**src/rtl/regdst_pkg.sv**
```systemverilog
// Shared definitions for the register-destination select and tracking pipeline.
package regdst_pkg;

    // Destination source encoding driven by the decoder.
    typedef enum logic [1:0] {
        REGDST_RT   = 2'd0,
        REGDST_RD   = 2'd1,
        REGDST_LINK = 2'd2,
        REGDST_NONE = 2'd3
    } regdst_e;

    // Stage record layout, MSB first: {valid, wr, dest[addr_w-1:0]}.
    localparam int unsigned STAGE_CTRL_BITS = 2;

    function automatic int unsigned stage_width(input int unsigned addr_w);
        return addr_w + STAGE_CTRL_BITS;
    endfunction

endpackage

```
**src/rtl/regdst_stage.sv**
```systemverilog
// One destination-tracking stage register: reset/bubble clear, load captures, else hold.
module regdst_stage
    import regdst_pkg::*;
#(
    parameter int unsigned WIDTH = 7
) (
    input  logic             Clk,
    input  logic             Reset,
    input  logic             load,
    input  logic             bubble,
    input  logic [WIDTH-1:0] d,
    output logic [WIDTH-1:0] q
);

    logic [WIDTH-1:0] rec_q;

    // A bubble clears dest too, so a dead slot always reads back as index 0.
    always_ff @(posedge Clk) begin
        if (Reset) begin
            rec_q <= '0;
        end else if (bubble) begin
            rec_q <= '0;
        end else if (load) begin
            rec_q <= d;
        end
    end

    assign q = rec_q;

endmodule

```
**src/rtl/regdst_pipe.sv**
```systemverilog
// Write-register selector plus DEPTH-stage destination pipeline with hazard reporting.
module regdst_pipe
    import regdst_pkg::*;
#(
    parameter int unsigned REG_ADDR_W = 5,
    parameter int unsigned DEPTH      = 3,
    parameter int unsigned LINK_REG   = 31
) (
    input  logic                  Clk,
    input  logic                  Reset,
    input  logic                  Stall,
    input  logic                  Flush,
    input  logic                  InValid,
    input  logic                  RegWrite_in,
    input  logic [1:0]            RegDst,
    input  logic [REG_ADDR_W-1:0] Rt,
    input  logic [REG_ADDR_W-1:0] Rd,
    input  logic [REG_ADDR_W-1:0] SrcA,
    input  logic [REG_ADDR_W-1:0] SrcB,
    output logic [REG_ADDR_W-1:0] WriteReg,
    output logic                  RegWrite,
    output logic                  HazardA,
    output logic                  HazardB
);

    localparam int unsigned SW      = stage_width(REG_ADDR_W);
    localparam int unsigned VALID_B = SW - 1;
    localparam int unsigned WR_B    = SW - 2;

    logic [REG_ADDR_W-1:0]   sel_dest;
    logic                    eff_wr;
    logic [SW-1:0]           new_entry;
    logic [DEPTH-1:0][SW-1:0] stage_q;
    logic                    hazard_a;
    logic                    hazard_b;

    // Decode-time destination select.
    always_comb begin
        sel_dest = '0;
        unique case (regdst_e'(RegDst))
            REGDST_RT:   sel_dest = Rt;
            REGDST_RD:   sel_dest = Rd;
            REGDST_LINK: sel_dest = REG_ADDR_W'(LINK_REG);
            REGDST_NONE: sel_dest = '0;
            default:     sel_dest = '0;
        endcase
    end

    // Writes to $0 are architecturally void, so they are never tracked as pending.
    assign eff_wr = InValid & RegWrite_in & (RegDst != REGDST_NONE) & (sel_dest != '0);

    // Empty decode slots enter as clean bubbles.
    assign new_entry = InValid ? {1'b1, eff_wr, sel_dest} : '0;

    for (genvar k = 0; k < DEPTH; k++) begin : g_stage
        logic [SW-1:0] stage_d;
        logic          stage_ld;
        logic          stage_bub;

        if (k == 0) begin : g_head
            // Flush beats Stall: the slot is killed rather than held.
            assign stage_d   = new_entry;
            assign stage_ld  = ~Stall;
            assign stage_bub = Flush;
        end else if (k == 1) begin : g_second
            // A stall opens a gap behind the held head; a flush lets the head drain instead.
            assign stage_d   = stage_q[0];
            assign stage_ld  = 1'b1;
            assign stage_bub = Stall & ~Flush;
        end else begin : g_tail
            assign stage_d   = stage_q[k-1];
            assign stage_ld  = 1'b1;
            assign stage_bub = 1'b0;
        end

        regdst_stage #(
            .WIDTH (SW)
        ) u_stage (
            .Clk    (Clk),
            .Reset  (Reset),
            .load   (stage_ld),
            .bubble (stage_bub),
            .d      (stage_d),
            .q      (stage_q[k])
        );
    end

    // Pending-write compare over all stages but the last, which writes in the first half-cycle.
    always_comb begin
        hazard_a = 1'b0;
        hazard_b = 1'b0;
        for (int unsigned k = 0; k < DEPTH - 1; k++) begin
            if (stage_q[k][VALID_B] && stage_q[k][WR_B]) begin
                if (stage_q[k][REG_ADDR_W-1:0] == SrcA) hazard_a = 1'b1;
                if (stage_q[k][REG_ADDR_W-1:0] == SrcB) hazard_b = 1'b1;
            end
        end
        if (SrcA == '0) hazard_a = 1'b0;
        if (SrcB == '0) hazard_b = 1'b0;
    end

    assign HazardA  = hazard_a;
    assign HazardB  = hazard_b;
    assign WriteReg = stage_q[DEPTH-1][REG_ADDR_W-1:0];
    assign RegWrite = stage_q[DEPTH-1][VALID_B] & stage_q[DEPTH-1][WR_B];

endmodule
```
**config.mk**
```make
export PLATFORM = sky130hd
export DESIGN_NAME = regdst_pipe
export DESIGN_NICKNAME = d
export VERILOG_FILES = /design/src/rtl/regdst_pkg.sv /design/src/rtl/regdst_stage.sv /design/src/rtl/regdst_pipe.sv
export SDC_FILE = /design/constraint.sdc
export NUM_CORES = 1
export LEC_CHECK = 0
export ABC_CLOCK_PERIOD_IN_PS = 1190
export BUFFER_PORTS_ARGS = -buffer_cell sky130_fd_sc_hd__buf_4
export CAP_MARGIN = 20
export CORE_MARGIN = 1
export CORE_UTILIZATION = 48
export DETAILED_ROUTE_END_ITERATION = 12
export GPL_TIMING_DRIVEN = 1
export PLACE_DENSITY = 0.85
export REMOVE_ABC_BUFFERS = 1
export SYNTH_ARGS = -nofsm -noshare
export SYNTH_HDL_FRONTEND = slang
export SYNTH_SLANG_ARGS = --single-unit
```
**constraint.sdc**
```tcl
create_clock -name Clk -period 1.19 [get_ports Clk]
set_input_delay 0.0595 -clock Clk [delete_from_list [all_inputs] [get_ports Clk]]
set_output_delay 0.0595 -clock Clk [all_outputs]
set_load 0.05 [all_outputs]
```
==> results.json <==
{
  "status": "complete, but fails checks",
  "failed_checks": "negative setup slack",
  "drt_pass1_iterations": 4,
  "grt.total_usage": 0.217,
  "drc_errors": 0,
  "synth_most_common_cell": "dfxtp_1",
  "ys.flop_type": "dfxtp_1",
  "drv_slew": 0,
  "hold_path_end": "g_stage[0].u_stage.q[6]",
  "drtIter0Drc": 16,
  "yosysTopAreaCell": "dfxtp_1",
  "layout.nets": 183,
  "totalWireLength_um": 2550,
  "fp.dieArea_sq_um": 2380,
  "grt_setup_unrepaired": "true",
  "synth-seq-cells": 21,
  "synth.distinct_cells": 25,
  "reg2reg_from": "g_stage[0].u_stage.q[5]",
  "core_sq_um": 2000,
  "peakVddDrop_mv": 0.574,
  "syn_avg_cell_area_sq_um": 9.05,
  "ff2ff_path_depth": 3,
  "postSynthCellCount": 116,
  "cts_root_buffer": "clkbuf_4",
  "antenna_found_initial": 0,
  "ff2ff_setup_slack_ns": 0.26,
  "clock.fmax_mhz": 586,
  "wl_per_cell_um": 14.1,
  "die-height_um": 48.8,
  "layout-drive-gt1-share": 0.377,
  "cts.sinks": 21,
  "gp_congestion": 0.847,
  "io_buffer_count": 35,
  "min-delay-start": "Stall",
  "regArea_sq_um": 430,
  "via_per_inst": 5.28,
  "vias": 955,
  "hold_viol_final": 0,
  "multi_input_area_sq_um": 589,
  "setup_viol": 2,
  "arrival_ns": 1.65,
  "p_leak_nw": 0.638,
  "finalCritPeriodShare": 1.43,
  "ys_top_cells_by_count": "21 x dfxtp_1, 16 x xor2_1, 15 x nor2_1",
  "ant_nets": 0,
  "stdcell_count": 181,
  "numCtsBuffers": 3,
  "clock_skew_ns": 0.00555,
  "min_path_cells": 3,
  "place_inst": 176,
  "crit_chain": "xor2_1 -> nor4_2 -> nand4_1 -> a21oi_2 -> buf_6",
  "worstSetupStartpointType": "flop",
  "cts.path.max_buffers": 2,
  "slew_headroom": 0.715,
  "synthTopCellsByArea": "dfxtp_1 40%, xor2_1 13%, nor2_1 5.4%, buf_4 5.0%, and2_1 4.8%",
  "initial_utilization": 0.524,
  "crit_type": "reg2out",
  "required_ns": 1.13,
  "synth-seq-area-share": 0.400,
  "drv_cap": 0,
  "post-dp-hpwl_um": 1890,
  "worstMarginPinSlew_ns": 0.428,
  "async_reset_ff_frac": 0,
  "endpoint_kind": "output port",
  "total_power_w": 0.00128,
  "crit_slowest_cell": "dfxtp_2",
  "finalWorstSetupSlack_ns": -0.516,
  "synth_enable_flop_cells": 0,
  "postCtsSetupRepairBufs": 0,
  "rr_endpoint": "g_stage[0].u_stage.q[5]",
  "ios": 36,
  "grt_pass1_vias": 904,
  "synthToLayoutAreaGrowth_pct": 35.3,
  "path_max_fanout": 2,
  "period_minus_slack_ns": 1.71,
  "grt_pass1_wl_um": 3910,
  "synthesis.area_sq_um": 1050,
  "cts.clk_slew.worst_paths_ns": 0.11,
  "cts_max_level": 1,
  "fp.dieW_um": 48.8,
  "largest_reg_flops": 21,
  "placementRows": 16,
  "yosys_warnings": 0,
  "fillers": 175,
  "clk_latency_ns": 0.30,
  "cts_tree": "built",
  "antenna_cells": 0,
  "power_density_nw_per_um2": 903,
  "overflow": 0,
  "cpPeakStageDelay_ns": 0.34,
  "hold_class": "in2reg",
  "synth_top_area_share": 0.400,
  "grt_max_degree": 12
}
==> worst max path at each step <==
stage | slack, ns | end | from | depth (start not counted)
2_1_floorplan | -0.50 | HazardA | g_stage[1].u_stage.q[4] | 4
3_3_place_gp | -0.13 | HazardB | g_stage[0].u_stage.q[2] | 5
3_5_place_dp | -0.18 | HazardA | g_stage[1].u_stage.q[4] | 5
4_1_cts | -0.49 | HazardA | g_stage[1].u_stage.q[2] | 5
5_1_grt | -0.60 | HazardA | g_stage[0].u_stage.q[4] | 5
6_report | -0.52 | HazardB | g_stage[0].u_stage.q[1] | 5
==> worst max-delay path, delay by kind of cell (launching register included) <==
kind	cells	cell delay (ns)
buffers and inverters	1	0.17
AO/OA/AOI/OAI	1	0.20
flip-flops	1	0.34
XOR/XNOR	1	0.16
AND/OR/NAND/NOR	2	0.48
==> report_power, final <==
part / switching [W] / internal, W
clock network: 0.000206 / 0.000131
registers: 0.00000781 / 0.000710
logic: 0.000109 / 0.000119
total: 0.000323 / 0.000960
==> cell type report <==
| class | count | share of cell area |
|---|---|---|
| repair buffers | 43 | 0.234 |
| clock buffers | 4 | 0.0185 |
| inverters | 2 | 0.00529 |
| flip-flops and latches | 21 | 0.303 |
| well taps | 27 | 0.0238 |
| multi-input cells | 84 | 0.415 |
==> metrics by stage <==
stage,cell area [sq um],setup TNS [ns],hold slack (ns),setup WS (ns),util
after detailed placement,1340,-0.340,0.304,-0.178,0.669
after floorplan,990,-0.988,0.131,-0.499,-
after CTS,1380,-0.965,0.0751,-0.485,0.689
final,1420,-1.01,0.0692,-0.516,0.709
after global routing,1420,-1.20,0.0797,-0.605,0.709
after global placement,1340,-0.238,0.300,-0.135,0.669
==> routing by layer <==
layer | wire (um) | vias up | track usage
met2 | 1370 | 45 | 0.407
met5 | 0 | - | 0
li1 | - | 470 | -
met1 | 982 | 438 | 0.230
met3 | 182 | 2 | 0.0503
met4 | 17 | 0 | 0.0882
==> kinds of logic (layout without fill, tap and decap cells) <==
kind of cell	after synthesis	in the layout	share of synthesized area
compound gates	18	18	0.129
flops	21	21	0.400
simple gates	46	46	0.240
buf+inv	11	49	0.0644
xor+xnor	20	20	0.167
==> layout by cell type, fill, tap and decap left out <==
cell type	netlist	final
a21oi_1	4	2
a21oi_2	0	2
a22oi_1	4	4
a2bb2oi_1	1	1
a311oi_1	1	1
a32oi_1	1	1
and2_1	8	8
buf_4	7	40
buf_6	0	2
clkbuf_1	2	1
clkbuf_4	0	3
dfxtp_1	21	15
dfxtp_2	0	5
dfxtp_4	0	1
dlygate4sd3_1	0	1
inv_1	2	2
nand2_1	3	3
nand4_1	4	4
nor2_1	15	15
nor2b_1	7	7
nor2b_4	1	1
nor3_1	1	1
nor4_1	4	2
nor4_2	0	2
o211a_1	1	1
o21ai_1	1	1
o2bb2ai_1	4	4
o31a_1	1	1
or2_2	1	1
or4_1	2	2
xnor2_1	4	4
xor2_1	16	15
xor2_2	0	1
==> what timing repair did <==
action	4_1_cts	5_1_grt
setup endpoints to repair	2	2
hold buffers	1	0
hold endpoints to repair	7	0
pin swaps	3	8
resized for setup	4	10
(Power assumes the default switching activity.)
